## config.mk

```make
export PLATFORM = sky130hd
export DESIGN_NAME = wb_initiator
export DESIGN_NICKNAME = d
export VERILOG_FILES = /design/src/rtl/wb_pkg.sv /design/src/rtl/wb_initiator.sv
export SDC_FILE = /design/constraint.sdc
export NUM_CORES = 1
export LEC_CHECK = 0
export BUFFER_PORTS_ARGS = -buffer_cell sky130_fd_sc_hd__buf_4
export CORE_MARGIN = 2
export CORE_UTILIZATION = 45
export CTS_CLUSTER_DIAMETER = 80
export DETAILED_ROUTE_END_ITERATION = 12
export GPL_TIMING_DRIVEN = 0
export HOLD_SLACK_MARGIN = 0.1
export PLACE_DENSITY_LB_ADDON = 0.25
export REMOVE_ABC_BUFFERS = 1
export SLEW_MARGIN = 30
export SYNTH_ARGS = -nofsm -noshare
export SYNTH_HDL_FRONTEND = slang
export SYNTH_SLANG_ARGS = --single-unit
```

## constraint.sdc

```tcl
create_clock -name clk_i -period 1.9 [get_ports clk_i]
set_input_delay 0 -clock clk_i [delete_from_list [all_inputs] [get_ports clk_i]]
set_output_delay 0 -clock clk_i [all_outputs]
set_load 0.1 [all_outputs]
```

## src/rtl/wb_pkg.sv

```systemverilog
// Shared types and widths for the Wishbone classic initiator.
// Holds the FSM state encoding and the latched command bundle.
package wb_pkg;

    localparam int WB_ADR_W = 32;
    localparam int WB_DAT_W = 32;
    localparam int WB_SEL_W = 4;

    typedef enum logic [1:0] {
        IDLE = 2'd0,
        BUS  = 2'd1,
        RESP = 2'd2
    } wb_state_e;

    typedef struct packed {
        logic                we;
        logic [WB_SEL_W-1:0] sel;
        logic [WB_ADR_W-1:0] adr;
        logic [WB_DAT_W-1:0] dat;
    } wb_cmd_t;

endpackage

```

## src/rtl/wb_initiator.sv

```systemverilog
// Single-outstanding Wishbone classic initiator with registered bus outputs.
// A command is latched in IDLE, run on the bus, then held as a response.
module wb_initiator
    import wb_pkg::*;
#(
    parameter int unsigned TIMEOUT_CYCLES = 255
) (
    input  logic                clk_i,
    input  logic                rst_i,

    input  logic                cmd_valid_i,
    output logic                cmd_ready_o,
    input  logic                cmd_we_i,
    input  logic [WB_SEL_W-1:0] cmd_sel_i,
    input  logic [WB_ADR_W-1:0] cmd_adr_i,
    input  logic [WB_DAT_W-1:0] cmd_dat_i,

    output logic                rsp_valid_o,
    input  logic                rsp_ready_i,
    output logic [WB_DAT_W-1:0] rsp_dat_o,
    output logic                rsp_err_o,

    output logic                wbm_cyc_o,
    output logic                wbm_stb_o,
    output logic                wbm_we_o,
    output logic [WB_SEL_W-1:0] wbm_sel_o,
    output logic [WB_ADR_W-1:0] wbm_adr_o,
    output logic [WB_DAT_W-1:0] wbm_dat_o,
    input  logic [WB_DAT_W-1:0] wbm_dat_i,
    input  logic                wbm_ack_i,
    input  logic                wbm_err_i,

    output logic                busy_o
);

    localparam bit TO_EN = (TIMEOUT_CYCLES != 0);
    localparam int unsigned CNT_W =
        TO_EN ? (($clog2(TIMEOUT_CYCLES + 1) > 0) ?
                 $clog2(TIMEOUT_CYCLES + 1) : 1) : 1;
    // Counter value seen in the last BUS cycle before a timeout fires.
    localparam logic [CNT_W-1:0] CNT_LAST =
        TO_EN ? CNT_W'(TIMEOUT_CYCLES - 1) : '0;

    wb_state_e           state_q, state_d;
    wb_cmd_t             cmd_q, cmd_d;
    logic                cmd_ready_q, cmd_ready_d;
    logic                cyc_q, cyc_d;
    logic                rsp_valid_q, rsp_valid_d;
    logic [WB_DAT_W-1:0] rsp_dat_q, rsp_dat_d;
    logic                rsp_err_q, rsp_err_d;
    logic [CNT_W-1:0]    cnt_q, cnt_d;
    logic                timeout;

    assign timeout = TO_EN && (cnt_q == CNT_LAST);

    // Next-state and next-output logic; err beats ack, ack beats timeout.
    always_comb begin
        state_d     = state_q;
        cmd_d       = cmd_q;
        cmd_ready_d = cmd_ready_q;
        cyc_d       = cyc_q;
        rsp_valid_d = rsp_valid_q;
        rsp_dat_d   = rsp_dat_q;
        rsp_err_d   = rsp_err_q;
        cnt_d       = cnt_q;
        unique case (state_q)
            IDLE: begin
                cmd_ready_d = 1'b1;
                if (cmd_valid_i && cmd_ready_q) begin
                    cmd_d.we    = cmd_we_i;
                    cmd_d.sel   = cmd_sel_i;
                    cmd_d.adr   = cmd_adr_i;
                    cmd_d.dat   = cmd_dat_i;
                    cmd_ready_d = 1'b0;
                    cyc_d       = 1'b1;
                    cnt_d       = '0;
                    state_d     = BUS;
                end
            end
            BUS: begin
                if (wbm_err_i || (!wbm_ack_i && timeout)) begin
                    rsp_dat_d   = '0;
                    rsp_err_d   = 1'b1;
                    cyc_d       = 1'b0;
                    rsp_valid_d = 1'b1;
                    state_d     = RESP;
                end else if (wbm_ack_i) begin
                    rsp_dat_d   = cmd_q.we ? '0 : wbm_dat_i;
                    rsp_err_d   = 1'b0;
                    cyc_d       = 1'b0;
                    rsp_valid_d = 1'b1;
                    state_d     = RESP;
                end else if (TO_EN) begin
                    cnt_d = cnt_q + 1'b1;
                end
            end
            RESP: begin
                if (rsp_ready_i) begin
                    rsp_valid_d = 1'b0;
                    cmd_ready_d = 1'b1;
                    state_d     = IDLE;
                end
            end
            default: begin
                state_d     = IDLE;
                cyc_d       = 1'b0;
                rsp_valid_d = 1'b0;
                cmd_ready_d = 1'b0;
            end
        endcase
    end

    // State and registered outputs, cleared by synchronous reset.
    always_ff @(posedge clk_i) begin
        if (rst_i) begin
            state_q     <= IDLE;
            cmd_q       <= '0;
            cmd_ready_q <= 1'b0;
            cyc_q       <= 1'b0;
            rsp_valid_q <= 1'b0;
            rsp_dat_q   <= '0;
            rsp_err_q   <= 1'b0;
            cnt_q       <= '0;
        end else begin
            state_q     <= state_d;
            cmd_q       <= cmd_d;
            cmd_ready_q <= cmd_ready_d;
            cyc_q       <= cyc_d;
            rsp_valid_q <= rsp_valid_d;
            rsp_dat_q   <= rsp_dat_d;
            rsp_err_q   <= rsp_err_d;
            cnt_q       <= cnt_d;
        end
    end

    assign cmd_ready_o = cmd_ready_q;
    assign rsp_valid_o = rsp_valid_q;
    assign rsp_dat_o   = rsp_dat_q;
    assign rsp_err_o   = rsp_err_q;
    assign wbm_cyc_o   = cyc_q;
    assign wbm_stb_o   = cyc_q;
    assign wbm_we_o    = cmd_q.we;
    assign wbm_sel_o   = cmd_q.sel;
    assign wbm_adr_o   = cmd_q.adr;
    assign wbm_dat_o   = cmd_q.dat;
    assign busy_o      = (state_q != IDLE);

endmodule
```

**Word-level counts from Yosys, hierarchy flattened**

Cells that the tools add are included.

- Bits in latches: 0
- Output and inout bits: 107
- Bits in read-only memories: 0
- Bits in writable memories: 0
- Input port bits: 107
- Flip-flop bits (word level): 115
- Memories kept: 0

- Eq/ne operators: 8
- Muxes and demuxes: 24
- Shift-type cells: 0
- $mul: 0
- Magnitude comparators: 0
- Divide/modulo/power cells: 0
- Bitwise logic cells: 3
- $add $sub $neg: 1
- Reductions and logical operators: 15

Operators with widths:

| kind | number |
|---|---|
| two-way mux 32 bit | 3 |
| two-way mux 8 bit | 3 |
| one-hot mux 8 bit (2 select lines) | 1 |
| two-way mux 1 bit | 9 |
| one-hot mux 1 bit (3 select lines) | 3 |
| AND reduction 3 bit | 3 |
| adder 8 x 1 -> 8 bit, second input constant | 1 |
| equality test 8 bit, second input constant | 1 |
| two-way mux 2 bit | 4 |
| != test 2 bit, second input constant | 4 |
| one-hot mux 2 bit (3 select lines) | 1 |
| AND reduction 2 bit | 3 |
| nonzero test 2 bit | 3 |
| AND reduction 4 bit | 1 |
| != test 3 bit, second input constant | 1 |
| inverter 1 bit | 3 |
| equality test 2 x 1 -> 1 bit, second input constant | 1 |
| equality test 2 bit, second input constant | 1 |
| logical AND 1 bit | 2 |
| zero test 2 bit | 1 |
| zero test 1 bit | 1 |
| logical OR 1 bit | 1 |

**Depth between registers and ports, before layout**

Gate-level depths: netlist (run 1).

- Depth after elaboration: 5
- Depth in mapped cells: 7
- Gate-level depth less buffers: 6

**Least setup slack after synthesis (run 1)**

Ideal clock, no wire load.

- Path type: reg2reg
- Start: register cmd_ready_q (netlist: cmd_ready_o)
- End: register cmd_q, in the netlist wbm_adr_o[10]
- Cell stages (with the launch flop): 7
- Arrival time: 1.729 ns
- Clock period less this slack: 1.861 ns
- Slack: 0.039 ns
- Buffers on the path: 3
- Setup time: 0.132 ns
- Cell sequence: dfxtp_1 -> nand4bb_1 -> buf_2 -> buf_4 -> buf_2 -> nand2_1 -> a21oi_1

- Cells in the longest elaborated chain, start to end: 2

RTL lines:

| item | line | source |
|---|---|---|
| start, declared | wb_initiator.sv:46 | `logic cmd_ready_q, cmd_ready_d;` |
| start signal, assigned | wb_initiator.sv:127 | `cmd_ready_q <= cmd_ready_d;` |
| logical AND 1 bit | wb_initiator.sv:69 | `if (cmd_valid_i && cmd_ready_q) begin` |
| AND reduction 2 bit (no line) | -- |  |
| end signal, assigned | wb_initiator.sv:126 | `cmd_q <= cmd_d;` |
| end, declared | wb_initiator.sv:45 | `wb_cmd_t cmd_q, cmd_d;` |

Every way passes these cells.
A chain may end at the register's enable or synchronous reset.

**Final worst setup path (run 1)**

- Start: register state_q[1]
- End: register cnt_q[1]

- Cells in the longest elaborated chain, start to end: 3
- Elaborated cells on any way between the ends: 8
- Classes of those cells: 4 x eq/ne; 1 x mux; 3 x reduce/logical

RTL lines:

| item | line | source |
|---|---|---|
| start, declared | wb_initiator.sv:44 | `wb_state_e state_q, state_d;` |
| start signal, assigned | wb_initiator.sv:125 | `state_q <= state_d;` |
| equality test 2 x 1 -> 1 bit or zero test 2 bit (tied branches) | wb_initiator.sv:66 | `unique case (state_q)` |
| != test 2 bit (no line) or nonzero test 2 bit (tied branches) | -- |  |
| AND reduction 4 bit (no line) | -- |  |
| end signal, assigned | wb_initiator.sv:132 | `cnt_q <= cnt_d;` |
| end, declared | wb_initiator.sv:51 | `logic [CNT_W-1:0] cnt_q, cnt_d;` |

Several ways; a longest one is shown, not always the timed one.

==> results of run 1 <==
## cells by family (layout without fill, tap and decap cells)
family	count (synthesis)	in the layout	synth area share
simple gates	180	181	0.189
compound gates	126	126	0.190
flops	115	115	0.565
buf+inv	37	361	0.0458
fa+ha+maj	2	2	0.00614
mux	1	1	0.00368
other cells	0	1	0
## final cells by class
type,count,area [µm²]
timing repair buffer,326,2790
sequential,115,2300
multi-input combinational,310,1640
inverter,3,11.3
tap,108,135
clock buffer,18,418
fill,424,1310
antenna,1,2.50
clock inverter,14,159
## critical path: cells and delay by family (launching register included)
kind / cells / cell delay, ps
and+or+nand+nor: 3 / 590
buffers and inverters: 1 / 260
muxes: 1 / 260
DFF: 1 / 610
## through the flow
stage / setup WS [ps] / power, mW
2_1_floorplan: -1600 / 3.46
3_3_place_gp: -2080 / 3.85
3_5_place_dp: -31.7 / 3.91
4_1_cts: 35.7 / 7.15
5_1_grt: 25.8 / 7.42
6_report: 90.6 / 7.23
## power by group
part	switching (mW)	leakage [nW]	total [mW]	internal, mW
Combinational	1.03	2.04	1.54	0.505
Clock	1.23	0.269	3.11	1.88
Sequential	0.0660	0.934	2.57	2.51
Total	2.33	3.24	7.23	4.89
## path summary, 6_finish.rpt
check,from,endpoint,slack (ps),cells past startpoint
max,state_q[1],cnt_q[1],90,5
max reg2reg,state_q[1],cnt_q[1],90,5
min,wbm_dat_i[14],rsp_dat_o[14],250,3
min reg2reg,wbm_dat_o[8],wbm_dat_o[8],450,2
## state kept, by name, indices dropped and copies added, names as in the netlist
register,count
rsp_dat_o,32
wbm_we_o,1
rsp_valid_o,1
rsp_err_o,1
cnt_q,8
state_q,2
cmd_ready_o,1
wbm_adr_o,32
wbm_cyc_o,1
wbm_sel_o,4
wbm_dat_o,32
## placed cells by master, fill, tap and decap left out, types with 3 or more instances in the layout
| cell type | count |
|---|---|
| a21oi_1 | 78 |
| a22o_1 | 32 |
| a31oi_1 | 3 |
| buf_4 | 214 |
| clkbuf_16 | 16 |
| clkinv_4 | 6 |
| clkinvlp_4 | 4 |
| dfxtp_1 | 114 |
| dlygate4sd3_1 | 107 |
| inv_1 | 3 |
| nand2_1 | 146 |
| nand3_1 | 10 |
| nor2_1 | 7 |
| o21ai_0 | 3 |
| or2_2 | 3 |
| or3_1 | 3 |
## metal layers
layer  global-route usage  part of all wire  vias to the layer above
met5                    0                 0                        -
met4                0.208             0.056                        0
met3               0.0752             0.061                       77
met2                0.568              0.53                      255
met1                0.328              0.35                     2255
li1                     -                 -                     2198
## what timing repair did
item,4_1_cts,5_1_grt
endpoints found under the setup margin,28,34
hold buffers,107,0
setup buffers,1,1
gates cloned,0,1
hold endpoints to repair,114,0
pin swaps,1,2
gates resized for setup,0,5
==> results.cfg, run 1 <==
[clock_tree]
cts_buffers = 17
cts_tree = done
clkTransAtPathRegs_ps = 60
clock_path_buffers = 2
clkLatencyLatePin_ps = 510
htree_levels = 4
cts_sinks = 115
clock_tree.root_cell = clkbuf_8

[setup_path]
worstSetupPathType = register to register
start_kind = register
worstPathArrival_ps = 2250
critPathSlowestCell = dfxtp_1
cpPeakStageDelay_ps = 610
critPathRequiredTime_ps = 2340
cp-end-kind = register
worstPathMaxFanout = 44
crit_chain = nand4bb_4 > buf_12 > nand2_1 > mux2_4 > nor2_1

[final_layout]
final_cells = 895
area_growth_pct = 83.1
fin_nets = 882
final_util = 0.851
drive_gt1_frac = 0.337
final_cell_area_um2 = 7460

[detailed_routing]
route.detailed.drc = 0
vias = 4785
dr.pass1.iters = 5
routed_via_density = 5.35
avgRoutedWirePerCell_um = 18.6
drt_wl_total_mm = 16.7
drt-initial-drc-count = 197
ant_nets = 0

[yosys]
yosysSeqAreaShare = 0.565
synth.top_cell.area_share = 0.565
synth_edf_count = 0
syn_area_per_cell_um2 = 8.84
synth_cell_types = 33
syn_inst = 461
synth-seq-cells = 115
synthTopCellsByCount = nand2_1, dfxtp_1, a21oi_1, a22o_1, buf_2
synth_area_um2 = 4070
synthArstFlopShare = 0
synth_top_area_cell = dfxtp_1
yosysMostFrequentCell = nand2_1
synth_area_leaders = dfxtp_1, nand2_1, a21oi_1
synthFlopType = dfxtp_1
synth.yosys.warnings = 0

[global_route]
grt_max_degree = 86
grt_pass1_vias = 4858
overflow = 0
grt_first_pass_wirelength_mm = 24.4
antenna_found_initial = 1
track_usage = 0.317

[die]
io_pins = 214
fp.coreArea_um2 = 8760
die_w_um = 99.1
die_y_um = 99.1
placementRows = 34
die_area_um2 = 9830
start_util = 0.465

[timing]
rsz0062_at_grt = false
fin_crit_ps = 1810
fin_skew_ps = 8.90
min_period_over_period = 0.952
setup_viol = 0
fin_tns_setup_ps = 0
whs_ps = 252
hold_viol = 0
worst_pin_slew_ps = 915
timing.fmax_mhz = 553
slew_headroom = 0.390
slew_violations = 0

[placed_design]
dp_cells = 752
dp_hpwl_mm = 7.90
place_area_um2 = 5750
gp_congestion = 0.773
portBuffers = 213

[power_and_ir_drop]
p_leak_nw = 3.24
power_density_nw_per_um2 = 969
ir_drop_uv = 640

[outcome]
status = complete, no violations

[job]
drv_cap = 0

[min_path]
hold_class = primary input to register
Note: power is estimated with default switching activity, not from simulation.
==> inputs of run 2 (changes only) <==
CELL_PAD_IN_SITES_DETAIL_PLACEMENT = 1   (was unset)
CELL_PAD_IN_SITES_GLOBAL_PLACEMENT = 2   (was unset)
CORE_UTILIZATION = 24   (was 45)
==> results.cfg, run 2 (synthesis results as in run 1) <==
[timing]
min_period_over_period = 0.927
fin_tns_setup_ps = 0
slew_violations = 0
rsz0062_at_grt = false
worst_pin_slew_ps = 686
slew_headroom = 0.543
setup_viol = 0
fin_skew_ps = 7.42
timing.fmax_mhz = 568
fin_crit_ps = 1760
hold_viol = 0

[clock_tree]
clock_tree.root_cell = clkbuf_16
clkLatencyLatePin_ps = 410
htree_levels = 4
clkTransAtPathRegs_ps = 60
clock_path_buffers = 2
cts_buffers = 17
cts_sinks = 115
cts_tree = done

[setup_path]
cp-end-kind = register
worstPathArrival_ps = 2110
critPathRequiredTime_ps = 2250
worstSetupPathType = register to register
worstPathMaxFanout = 32
start_kind = register
regToRegSetupSlack_ps = 140

[placed_design]
dp_hpwl_mm = 9.80
portBuffers = 213
gp_congestion = 0.693

[detailed_routing]
dr.pass1.iters = 4
avgRoutedWirePerCell_um = 15.7
drt-initial-drc-count = 132
drt_wl_total_mm = 15.8
route.detailed.drc = 0
vias = 4507
ant_nets = 0
routed_via_density = 4.48

[final_layout]
n_antenna_cell = 0
final_util = 0.463
area_growth_pct = 88.3
fin_nets = 882
drive_gt1_frac = 0.340
layout_commonest_cell = buf_4
layout_common_cells = buf_4, nand2_1, dfxtp_1
fillers = 1893

[die]
die_w_um = 134
io_pins = 214
fp.coreArea_um2 = 16600
die_area_um2 = 18000
die_y_um = 134
placementRows = 47
start_util = 0.246

[power_and_ir_drop]
seqPwrFrac = 0.338
power_density_nw_per_um2 = 989
swShare = 0.301
p_leak_nw = 3.29
intPower_mw = 5.30
clock_power_share = 0.460
p_comb_frac = 0.202
ir_drop_uv = 571
p_switching_mw = 2.28

[outcome]
status = complete, no violations

[global_route]
track_usage = 0.174
grt_first_pass_wirelength_mm = 25.0
grt_max_degree = 86
grt_pass1_vias = 4935
overflow = 0
antenna_found_initial = 0

[job]
drv_cap = 0

[min_path]
hold_class = primary input to register
-- run 2: cell count changes in the layout (fill, tap and decap cells not counted), moves of 2 or more --
cell           change
dlygate4sd3_1      -3
inv_6              +5
bufinv_16          +2
clkinv_4           -5
-- run 2: repair_timing --
item	4_1_cts	5_1_grt
gates cloned	0	1
resized for setup	1	1
hold buffers	104	0
buffers inserted	0	4
endpoints found under the setup margin	34	69
pin swaps	1	2
endpoints found under the hold margin	109	0
-- run 2: worst max-delay path: stages (launching register included) --
cell	delay [ps]
dfxtp_1	500
nor2b_2	430
and4_4	550
a22o_1	210
-- run 2: worst paths after layout --
check        cells after the start            end          from
max reg2reg                      3  rsp_dat_o[26]    state_q[0]
max                              3  rsp_dat_o[26]    state_q[0]
min reg2reg                      2   wbm_adr_o[1]  wbm_adr_o[1]
min                              2  wbm_dat_o[21]         rst_i
-- run 2: final cells by class --
class                           count  area (µm²)  area share
Sequential cell                   115        2300       0.300
Inverter                            3        11.3     0.00147
Clock inverter                     13         195      0.0254
Clock buffer                       19         453      0.0591
Multi-Input combinational cell    310        1630       0.212
Timing Repair Buffer              326        2800       0.366
Tap cell                          220         275      0.0359
-- run 2: routing by layer --
| metal | vias up | GRT usage | share of wire |
|---|---|---|---|
| li1 | 2192 | - | - |
| met1 | 2157 | 0.197 | 0.40 |
| met2 | 130 | 0.309 | 0.53 |
| met3 | 28 | 0.0457 | 0.046 |
| met4 | 0 | 0.0749 | 0.028 |
| met5 | - | 0 | 0 |
-- run 2: power groups by stage --
stage	sequential [mW]	clock [mW]	combinational, mW
after floorplan	3.27	0	0.194
after global placement	2.61	0	1.27
after detailed placement	2.61	0	1.33
after CTS	2.56	3.60	1.51
after global routing	2.57	3.71	1.61
final	2.56	3.49	1.53
-- run 2: metrics by stage --
step                hold WS, ps  area, µm²  std cells  setup WS [ps]  power [mW]
finish                     92.7       7670       1006            140        7.59
global route                120       7670       1006           1.24        7.89
CTS                         139       7610       1001           19.8        7.67
detailed placement          215       5920        865         -0.797        3.94
global placement            211       5770        860          -2460        3.87
floorplan                  69.1       3900        427          -1600        3.46
==> inputs of run 3 (changes only) <==
RECOVER_POWER = 50   (was unset)
==> results.cfg, run 3 (synthesis results as in run 1) <==
[setup_path]
cpPeakStageDelay_ps = 550
start_kind = register
critPathSlowestCell = and4_4
critPathRequiredTime_ps = 2250
worstSetupPathType = register to register
worstPathArrival_ps = 2110
worstPathMaxFanout = 32
crit_chain = nor2b_2 > and4_4 > a22o_1
cp-end-kind = register

[global_route]
overflow = 0
antenna_found_initial = 0
grt_max_degree = 86
track_usage = 0.174
grt_first_pass_wirelength_mm = 25.0
grt_pass1_vias = 4935

[final_layout]
fin_nets = 882
seq_area_um2 = 2300
area_growth_pct = 81.6
n_antenna_cell = 0
fillers = 1913
multi_input_area_um2 = 1620
layout_commonest_cell = nand2_1
layout_common_cells = nand2_1, dfxtp_1, buf_4
final_util = 0.446
final_cells = 1006
drive_gt1_frac = 0.340

[power_and_ir_drop]
p_leak_nw = 3.20
ir_drop_uv = 571
power_density_nw_per_um2 = 1020

[detailed_routing]
vias = 4492
route.detailed.drc = 0
drt_wl_total_mm = 15.8
drt-initial-drc-count = 141
ant_nets = 0
routed_via_density = 4.47
dr.pass1.iters = 4
avgRoutedWirePerCell_um = 15.7

[die]
io_pins = 214
start_util = 0.246
placementRows = 47
fp.coreArea_um2 = 16600
die_w_um = 134
die_area_um2 = 18000
die_y_um = 134

[clock_tree]
cts_sinks = 115
htree_levels = 4
clkLatencyLatePin_ps = 410
clock_path_buffers = 2
clkTransAtPathRegs_ps = 60
cts_tree = done
cts_buffers = 17
clock_tree.root_cell = clkbuf_16

[timing]
slew_violations = 0
fin_tns_setup_ps = 0
slew_headroom = 0.543
setup_viol = 0
min_period_over_period = 0.929
hold_viol = 0
worst_pin_slew_ps = 685
fin_skew_ps = 7.45
rsz0062_at_grt = false
fin_crit_ps = 1760
timing.fmax_mhz = 567

[placed_design]
portBuffers = 213
dp_cells = 865
dp_hpwl_mm = 9.80
gp_congestion = 0.693

[min_path]
hold_class = primary input to register

[job]
drv_cap = 0

[outcome]
status = complete, no violations
## run 3: cell count changes in the layout (fill, tap and decap cells not counted), sizes merged
cell / before / now
clkbuf: 19 / 125
buf: 222 / 116
## run 3: path summary, 6_finish.rpt
kind / startpoint / endpoint / slack [ps] / cells past startpoint
worst min-delay path: rst_i / cnt_q[1] / 100 / 2
worst max-delay path: state_q[0] / rsp_dat_o[26] / 140 / 3
worst min register to register: wbm_adr_o[1] / wbm_adr_o[1] / 450 / 2
worst max register to register: state_q[0] / rsp_dat_o[26] / 140 / 3
## run 3: layout make-up
| cell class | instances | area share |
|---|---|---|
| multi-input cells | 310 | 0.219 |
| flip-flops and latches | 115 | 0.311 |
| clock inverters | 13 | 0.0264 |
| clock buffers | 19 | 0.0612 |
| inverters | 3 | 0.00152 |
| well taps | 220 | 0.0372 |
| repair buffers | 326 | 0.343 |
## run 3: where the power goes
| part | leakage, nW | internal [mW] | total [mW] | switching (mW) |
|---|---|---|---|---|
| clock network | 0.308 | 2.29 | 3.49 | 1.20 |
| registers | 0.934 | 2.51 | 2.56 | 0.0538 |
| logic | 1.96 | 0.455 | 1.48 | 1.02 |
| total | 3.20 | 5.25 | 7.53 | 2.28 |
## run 3: per-layer routing
metal / vias to the layer above / GRT usage / share of wire
li1: 2192 / - / -
met1: 2154 / 0.197 / 0.40
met2: 120 / 0.309 / 0.53
met3: 26 / 0.0457 / 0.045
met4: 0 / 0.0749 / 0.026
met5: - / 0 / 0
## run 3: critical path, delay by kind of cell (launching register included)
kind,cells,cell delay [ps]
simple gates,2,980
flops,1,500
compound gates,1,210
## run 3: repair_timing
action | CTS | global route
resized for setup | 1 | 1
hold buffers | 104 | 0
setup buffers | 0 | 4
cloned | 0 | 1
setup endpoints to repair | 34 | 69
hold endpoints to repair | 109 | 0
pin swaps | 1 | 2
## run 3: metrics by stage
step	setup WS (ps)	power (mW)	hold slack [ps]	instance area (µm²)
3_3_place_gp	-2460	3.87	211	5770
5_1_grt	1.24	7.83	120	7400
3_5_place_dp	-0.797	3.94	215	5920
6_report	135	7.53	97.4	7400
2_1_floorplan	-1600	3.46	69.1	3900
4_1_cts	19.8	7.67	139	7610
